===== config.mk =====
export PLATFORM = sky130hd
export DESIGN_NAME = lsu_bus_bridge
export DESIGN_NICKNAME = d
export VERILOG_FILES = /design/src/rtl/lsu_bus_bridge.sv
export SDC_FILE = /design/constraint.sdc
export NUM_CORES = 1
export LEC_CHECK = 0
export BUFFER_PORTS_ARGS = -buffer_cell sky130_fd_sc_hd__buf_2
export CAP_MARGIN = 20
export CORE_ASPECT_RATIO = 1.1
export CORE_MARGIN = 10
export CORE_UTILIZATION = 43
export CTS_CLUSTER_DIAMETER = 200
export DETAILED_ROUTE_END_ITERATION = 10
export PLACE_DENSITY = 0.84
export SYNTH_ARGS = -nofsm -noshare
export SYNTH_HDL_FRONTEND = slang
export SYNTH_SLANG_ARGS = --single-unit
export TNS_END_PERCENT = 20

===== constraint.sdc =====
create_clock -name clk -period 2.8 [get_ports clk]
set_clock_uncertainty 0.1 [all_clocks]
set_input_delay 0.14 -clock clk [delete_from_list [all_inputs] [get_ports clk]]
set_output_delay 0.14 -clock clk [all_outputs]
set_load 0.03 [all_outputs]

===== src/rtl/lsu_bus_bridge.sv =====
// Load/store bridge: turns one core access into a valid/ready bus transfer with lane steering and extension.
// Optional BUSY timeout is built when LSU_TIMEOUT_EN is defined.
module lsu_bus_bridge #(
  parameter int TIMEOUT_CYC = 255
) (
  input  logic        clk,
  input  logic        reset,
  input  logic        core_valid,
  input  logic        core_we,
  input  logic [1:0]  core_size,
  input  logic        core_unsigned,
  input  logic [31:0] core_addr,
  input  logic [31:0] core_wdata,
  output logic        core_stall,
  output logic        core_done,
  output logic        core_err,
  output logic [31:0] core_rdata,
  output logic        bus_req,
  output logic        bus_we,
  output logic [31:0] bus_addr,
  output logic [31:0] bus_wdata,
  output logic [3:0]  bus_be,
  input  logic        bus_ready,
  input  logic [31:0] bus_rdata,
  input  logic        bus_err,
  output logic [1:0]  fsm_state
);

  // Handshake: bus_req is raised with addr/we/wdata/be stable and held until a cycle
  // where bus_ready=1 is sampled; that cycle completes the transfer (rdata/err valid).
  typedef enum logic [1:0] {IDLE = 2'd0, BUSY = 2'd1, DONE = 2'd2} state_t;

  state_t      state, state_n;
  logic        req_n, we_n, err_n, uns_n, lat_uns;
  logic [31:0] addr_n, wdata_n, rdata_n, lane_wdata, load_ext;
  logic [3:0]  be_n, lane_be;
  logic [1:0]  size_n, off_n, lat_size, lat_off;
  logic        misaligned;
  logic [7:0]  lane_byte;
  logic [15:0] lane_half;

`ifdef LSU_TIMEOUT_EN
  localparam logic [7:0] TMO_LAST = 8'(TIMEOUT_CYC - 1);
  logic [7:0] tmo_cnt, tmo_cnt_n;
`endif

  assign misaligned = (core_size == 2'b11) ||
                      (core_size == 2'b01 && core_addr[0]) ||
                      (core_size == 2'b10 && core_addr[1:0] != 2'b00);

  always_comb begin
    lane_be    = 4'b1111;
    lane_wdata = core_wdata;
    case (core_size)
      2'b00: begin
        lane_be    = 4'b0001 << core_addr[1:0];
        lane_wdata = {4{core_wdata[7:0]}};
      end
      2'b01: begin
        lane_be    = core_addr[1] ? 4'b1100 : 4'b0011;
        lane_wdata = {2{core_wdata[15:0]}};
      end
      default: ;
    endcase
  end

  always_comb begin
    lane_byte = bus_rdata[7:0];
    case (lat_off)
      2'd1:    lane_byte = bus_rdata[15:8];
      2'd2:    lane_byte = bus_rdata[23:16];
      2'd3:    lane_byte = bus_rdata[31:24];
      default: lane_byte = bus_rdata[7:0];
    endcase
    lane_half = lat_off[1] ? bus_rdata[31:16] : bus_rdata[15:0];
    case (lat_size)
      2'b00:   load_ext = {{24{~lat_uns & lane_byte[7]}}, lane_byte};
      2'b01:   load_ext = {{16{~lat_uns & lane_half[15]}}, lane_half};
      default: load_ext = bus_rdata;
    endcase
  end

  always_comb begin
    state_n = state;
    req_n   = bus_req;
    we_n    = bus_we;
    addr_n  = bus_addr;
    wdata_n = bus_wdata;
    be_n    = bus_be;
    err_n   = core_err;
    rdata_n = core_rdata;
    size_n  = lat_size;
    uns_n   = lat_uns;
    off_n   = lat_off;
`ifdef LSU_TIMEOUT_EN
    tmo_cnt_n = tmo_cnt;
`endif
    case (state)
      IDLE: begin
        if (core_valid) begin
          if (misaligned) begin
            state_n = DONE;
            err_n   = 1'b1;
            rdata_n = 32'd0;
          end else begin
            state_n = BUSY;
            req_n   = 1'b1;
            we_n    = core_we;
            addr_n  = {core_addr[31:2], 2'b00};
            wdata_n = lane_wdata;
            be_n    = lane_be;
            err_n   = 1'b0;
            size_n  = core_size;
            uns_n   = core_unsigned;
            off_n   = core_addr[1:0];
`ifdef LSU_TIMEOUT_EN
            tmo_cnt_n = 8'd0;
`endif
          end
        end
      end
      BUSY: begin
        if (bus_ready) begin
          state_n = DONE;
          req_n   = 1'b0;
          err_n   = bus_err;
          if (bus_err)      rdata_n = 32'd0;
          else if (!bus_we) rdata_n = load_ext;
        end
`ifdef LSU_TIMEOUT_EN
        else if (tmo_cnt == TMO_LAST) begin
          state_n = DONE;
          req_n   = 1'b0;
          err_n   = 1'b1;
          rdata_n = 32'd0;
        end else begin
          tmo_cnt_n = tmo_cnt + 8'd1;
        end
`endif
      end
      DONE:    state_n = IDLE;
      default: state_n = IDLE;
    endcase
  end

  always_ff @(posedge clk or posedge reset) begin
    if (reset) begin
      state      <= IDLE;
      bus_req    <= 1'b0;
      bus_we     <= 1'b0;
      bus_addr   <= 32'd0;
      bus_wdata  <= 32'd0;
      bus_be     <= 4'd0;
      core_err   <= 1'b0;
      core_rdata <= 32'd0;
      lat_size   <= 2'd0;
      lat_uns    <= 1'b0;
      lat_off    <= 2'd0;
    end else begin
      state      <= state_n;
      bus_req    <= req_n;
      bus_we     <= we_n;
      bus_addr   <= addr_n;
      bus_wdata  <= wdata_n;
      bus_be     <= be_n;
      core_err   <= err_n;
      core_rdata <= rdata_n;
      lat_size   <= size_n;
      lat_uns    <= uns_n;
      lat_off    <= off_n;
    end
  end

`ifdef LSU_TIMEOUT_EN
  always_ff @(posedge clk or posedge reset) begin
    if (reset) tmo_cnt <= 8'd0;
    else       tmo_cnt <= tmo_cnt_n;
  end
`endif

  assign core_done  = (state == DONE);
  assign core_stall = (state == BUSY) || (state == IDLE && core_valid);
  assign fsm_state  = state;

endmodule


Word level (Yosys, flattened, before mapping)
Index checks and enable logic that the tools add are counted.

Memories: 0. Bits in latches: 0. RAM bits: 0. Logic and storage cells: 70. Register bits: 108. Memory bits (read-only): 0.

Multiplexer cells: 24. Multipliers: 0. Add/sub/neg operators: 0. Div/mod/pow operators: 0. Reductions and logical operators: 16. Equality and inequality tests: 14. $lt $le $gt $ge: 0. Shift-type cells: 1. Bitwise operators: 4.

Operators with widths (number): case mux 32 bit (2 select lines) (3); 2-to-1 mux 32 bit (5); case mux 8 bit (3 select lines) (1); 2-to-1 mux 16 bit (1); == test 2 bit, second input constant (5); == test 2 x 1 -> 1 bit, second input constant (4); inequality test 2 bit, second input constant (4); case mux 4 bit (2 select lines) (1); zero test 2 bit (3); 2-to-1 mux 1 bit (6); 2-to-1 mux 2 bit (3); AND reduction 3 bit (2); AND reduction 5 bit (1); 2-to-1 mux 4 bit (1); case mux 1 bit (2 select lines) (2); case mux 2 bit (2 select lines) (1); AND reduction 4 bit (1); nonzero test 2 bit (2); << shifter 1 x 2 -> 4 bit, first input constant (1); logical AND 1 bit (3); logical OR 1 bit (3); inequality test 3 bit, second input constant (1); bitwise AND 1 bit (2); inverter 1 bit (2); AND reduction 2 bit (1).

Longest topological paths before layout
Depth in word-level cells: 8. Mapped depth: 7. Gate-level depth less buffers: 4.

Worst setup path after synthesis
OpenSTA, ideal clock, no wires.

Path type: flip-flop to flip-flop. From: register state[0], in the netlist fsm_state[0]. To: register core_rdata[27]. Arrival: 1.662 ns. Clock period less this slack: 1.888 ns. Setup time: 0.126 ns. Setup slack: 0.912 ns. Cell stages (with the launch flop): 6. Path buffers: 1. Cell sequence: dfrtp_1 > nand2_1 > o21bai_1 > a211o_4 > buf_6 > a221o_1.

Cells in the longest elaborated chain, start to end: 3. Elaborated cells between the ends (all ways): 9.

Ends and longest elaborated chain: start: declaration (line 33) `state_t state, state_n;`; start signal: assignment (line 160) `state <= state_n;`; == test 2 x 1 -> 1 bit or zero test 2 bit (tied branches) (line 98) `case (state)`; inequality test 3 bit (no line), or another cell as far along; AND reduction 5 bit (no line); end signal: assignment (line 167) `core_rdata <= rdata_n;`; end: declaration (line 17) `output logic [31:0] core_rdata,`.

Parallel ways exist; a longest one is shown, timed or not. A chain may end at the register's enable or synchronous reset.

Worst setup path in the final report
From: register state[1], in the netlist fsm_state[1]. To: register core_rdata[23].

Same word-level chain as after synthesis.

==> out/metrics.yaml <==
grt_start_max_net_pins: 57
grtUsageTotal: 0.1946
clk_pin_slew_ps: 70
end_kind: "flop"
synth_area_per_cell_um2: 11.77
die_area_um2: 16330
slowest_delay_ps: 750
yosysUniqueCellTypes: 39
gp_congestion: 1.007
hold_path.class: "in2reg"
grt_pass1_vias: 4935
swShare: 0.4109
dp_hpwl_um: 11880
cp-start-kind: "flop"
irDropWorstVdd_v: 0.0005059
rows: 41
p_int_uw: 3887
drive_gt1_frac: 0.4226
clk_path_buf_depth: 2
die_w_um: 122.7
worst_slew_margin_rel: 0.3764
syn_inst: 424
cp_cell_sequence: "nor3b_4 > nand3_2 > nor4_4 > a221o_1"
vias_per_cell: 5.345
vias: 4495
p_per_area_nw_per_um2: 924.2
setup_tns_ps: 0
antenna_found_initial: 0
cts_tree: "done"
rsz0062_at_grt: "false"
overflow: 0
ios: 212
setup_violations: 0
routedWlPerCell_um: 19.43
crit_required_ps: 2980
clkPwrFrac: 0.219
synth_area_leaders: "dfrtp_1 54%, mux2_2 12%, mux2i_1 6.4%"
fin_ws_ps: 471.3
path_class: "reg2reg"
cts_made_buffers: 9
fmax_mhz: 429.4
final-hold-violation-count: 0
htreeDepth: 3
crit_arrival_ps: 2510
cts_sinks: 108
maxCapViolCount: 0
post-route-drc-count: 0
slew_violations: 0
tightestPinTransition_ps: 933.5
area_growth_pct: 42.98
syn_area_um2: 4992
drt_iter0_markers: 255
multi_input_area_um2: 2064
seq_area_frac_synth: 0.5414
first_pass_iters: 4
min_period_over_period: 0.8317
instances_no_fill: 841
seqCellArea_um2: 2703
dp_cells: 758
nets: 792
die_h_um: 133.0
ys_ff_latch: 108
core-area_um2: 11440
fin_crit_ps: 2329
status: "completed"
switching_power_uw: 2711
post_cts_buffers: 0
wl_um: 16340
start_util: 0.4364
synth_top_area_frac: 0.5414
antenna_cells: 0
path_delay_family: "simple AND/OR/NAND/NOR gates"
grt_pass1_wl_um: 25630
nFillCells: 886
comb_power_share: 0.418
cts-root-buf: "clkbuf_16"
clock_latency_ps: 340
worstPathMaxFanout: 16
seq_power_share: 0.363
yosys.area.top_type: "dfrtp_1"
p_leak_uw: 0.003605
cpMaxStageDelayCell: "nor4_4"
pre_cts_slack_ps: 492.8
drtAntennaViolNets: 0
worst-path-buf-inv: 0
yosysWarnings: 0
numPortBuffers: 209
==> layout by cell type, fill, tap and decap left out, types with 3 or more instances in the layout <==
cell type	n
a221oi_1	7
nor2b_1	5
bufinv_16	3
clkbuf_16	9
a22o_1	6
a221o_1	16
mux2i_1	32
buf_4	6
o221ai_1	6
a21oi_1	21
nand2b_1	3
o21ai_0	37
dfrtp_1	108
and3b_1	3
dlygate4sd3_1	68
o22ai_1	7
inv_1	12
buf_2	209
mux2_2	53
a31oi_1	3
nand2_1	34
nor2_1	18
==> flip-flops by register name, summed over array words and instances, names as in the netlist <==
name / count
core_err: 1
core_rdata: 32
lat_uns: 1
bus_wdata: 32
fsm_state: 2
bus_addr: 30
bus_be: 4
lat_off: 2
bus_we: 1
bus_req: 1
lat_size: 2
==> worst paths after layout <==
kind / start / endpoint / slack (ps) / cells past startpoint
min in group asynchronous: reset / core_rdata[7] / 440 / 3
min reg2reg: bus_wdata[21] / bus_wdata[21] / 370 / 2
max in group asynchronous: reset / core_rdata[23] / 1390 / 4
max reg2reg: fsm_state[1] / core_rdata[23] / 470 / 4
min: core_wdata[22] / bus_wdata[22] / 5 / 3
max: fsm_state[1] / core_rdata[23] / 470 / 4
==> through the flow <==
| step | power [µW] | hold slack, ps | instance area, µm² | utilization |
|---|---|---|---|---|
| after floorplan | 4229 | 126.3 | 5000 | - |
| after global placement | 5002 | 257.0 | 6118 | 0.5348 |
| after detailed placement | 5103 | 276.7 | 6118 | 0.5348 |
| after CTS | 6639 | 1.998 | 7138 | 0.6240 |
| after global routing | 6926 | 16.59 | 7138 | 0.6240 |
| final | 6597 | 5.333 | 7138 | 0.6240 |
==> synthesized netlist by cell type, drive strengths merged <==
master	n
o2bb2ai	2
mux2	53
nand2	34
and3b	3
o221ai	6
or2b	1
a31oi	3
nor3b	1
dfrtp	108
nor3	2
a221o	16
nor2b	5
clkbuf	11
o22ai	7
o21a	1
a221oi	7
o311a	2
inv	13
nand2b	3
a21oi	21
nor2	18
o211ai	1
a22oi	1
o31ai	1
nor4	1
o21bai	1
nand3	1
a211o	2
mux2i	32
o21ai	37
buf	22
o21ba	1
conb	1
a22o	6
==> metal layers <==
layer / track usage / up-vias / part of all wire
met1: 0.2056 / 2175 / 0.36
li1: - / 2070 / -
met4: 0.09895 / 0 / 0.036
met3: 0.07532 / 45 / 0.11
met2: 0.3267 / 205 / 0.50
met5: 0 / - / 0
==> area by class of cell <==
type | count | area share
tap | 150 | 0.02629
inverter | 13 | 0.007362
clock buffer | 10 | 0.03348
timing repair buffer | 284 | 0.2510
multi-input combinational | 271 | 0.2892
clock inverter | 5 | 0.01402
sequential | 108 | 0.3786
==> kinds of logic (layout without fill, tap and decap cells) <==
kind of cell | count (synthesis) | count (layout) | share of synthesized area
other cells | 1 | 2 | 0.0007512
compound gates | 115 | 115 | 0.1594
simple gates | 69 | 69 | 0.06892
flops | 108 | 108 | 0.5414
buf+inv | 46 | 312 | 0.04586
mux | 85 | 85 | 0.1837
==> tightest hold or removal path, cell delays in order <==
cell and delay [ps]:
buf_2 80, mux2i_1 50, o21ai_0 140
==> power by group through the flow <==
stage	clock (µW)	sequential, µW	combinational, µW
floorplan	0	3280	952
global placement	0	2370	2630
detailed placement	0	2410	2690
CTS	1480	2390	2770
global route	1530	2460	2930
finish	1440	2400	2760
==> timing repair <==
| action | in CTS | in global routing |
|---|---|---|
| hold buffers | 68 | 0 |
| gates resized for setup | 0 | 0 |
| endpoints found under the setup margin | 0 | 0 |
| endpoints found under the hold margin | 107 | 0 |
No activity file was read; power rests on OpenSTA's default activity.
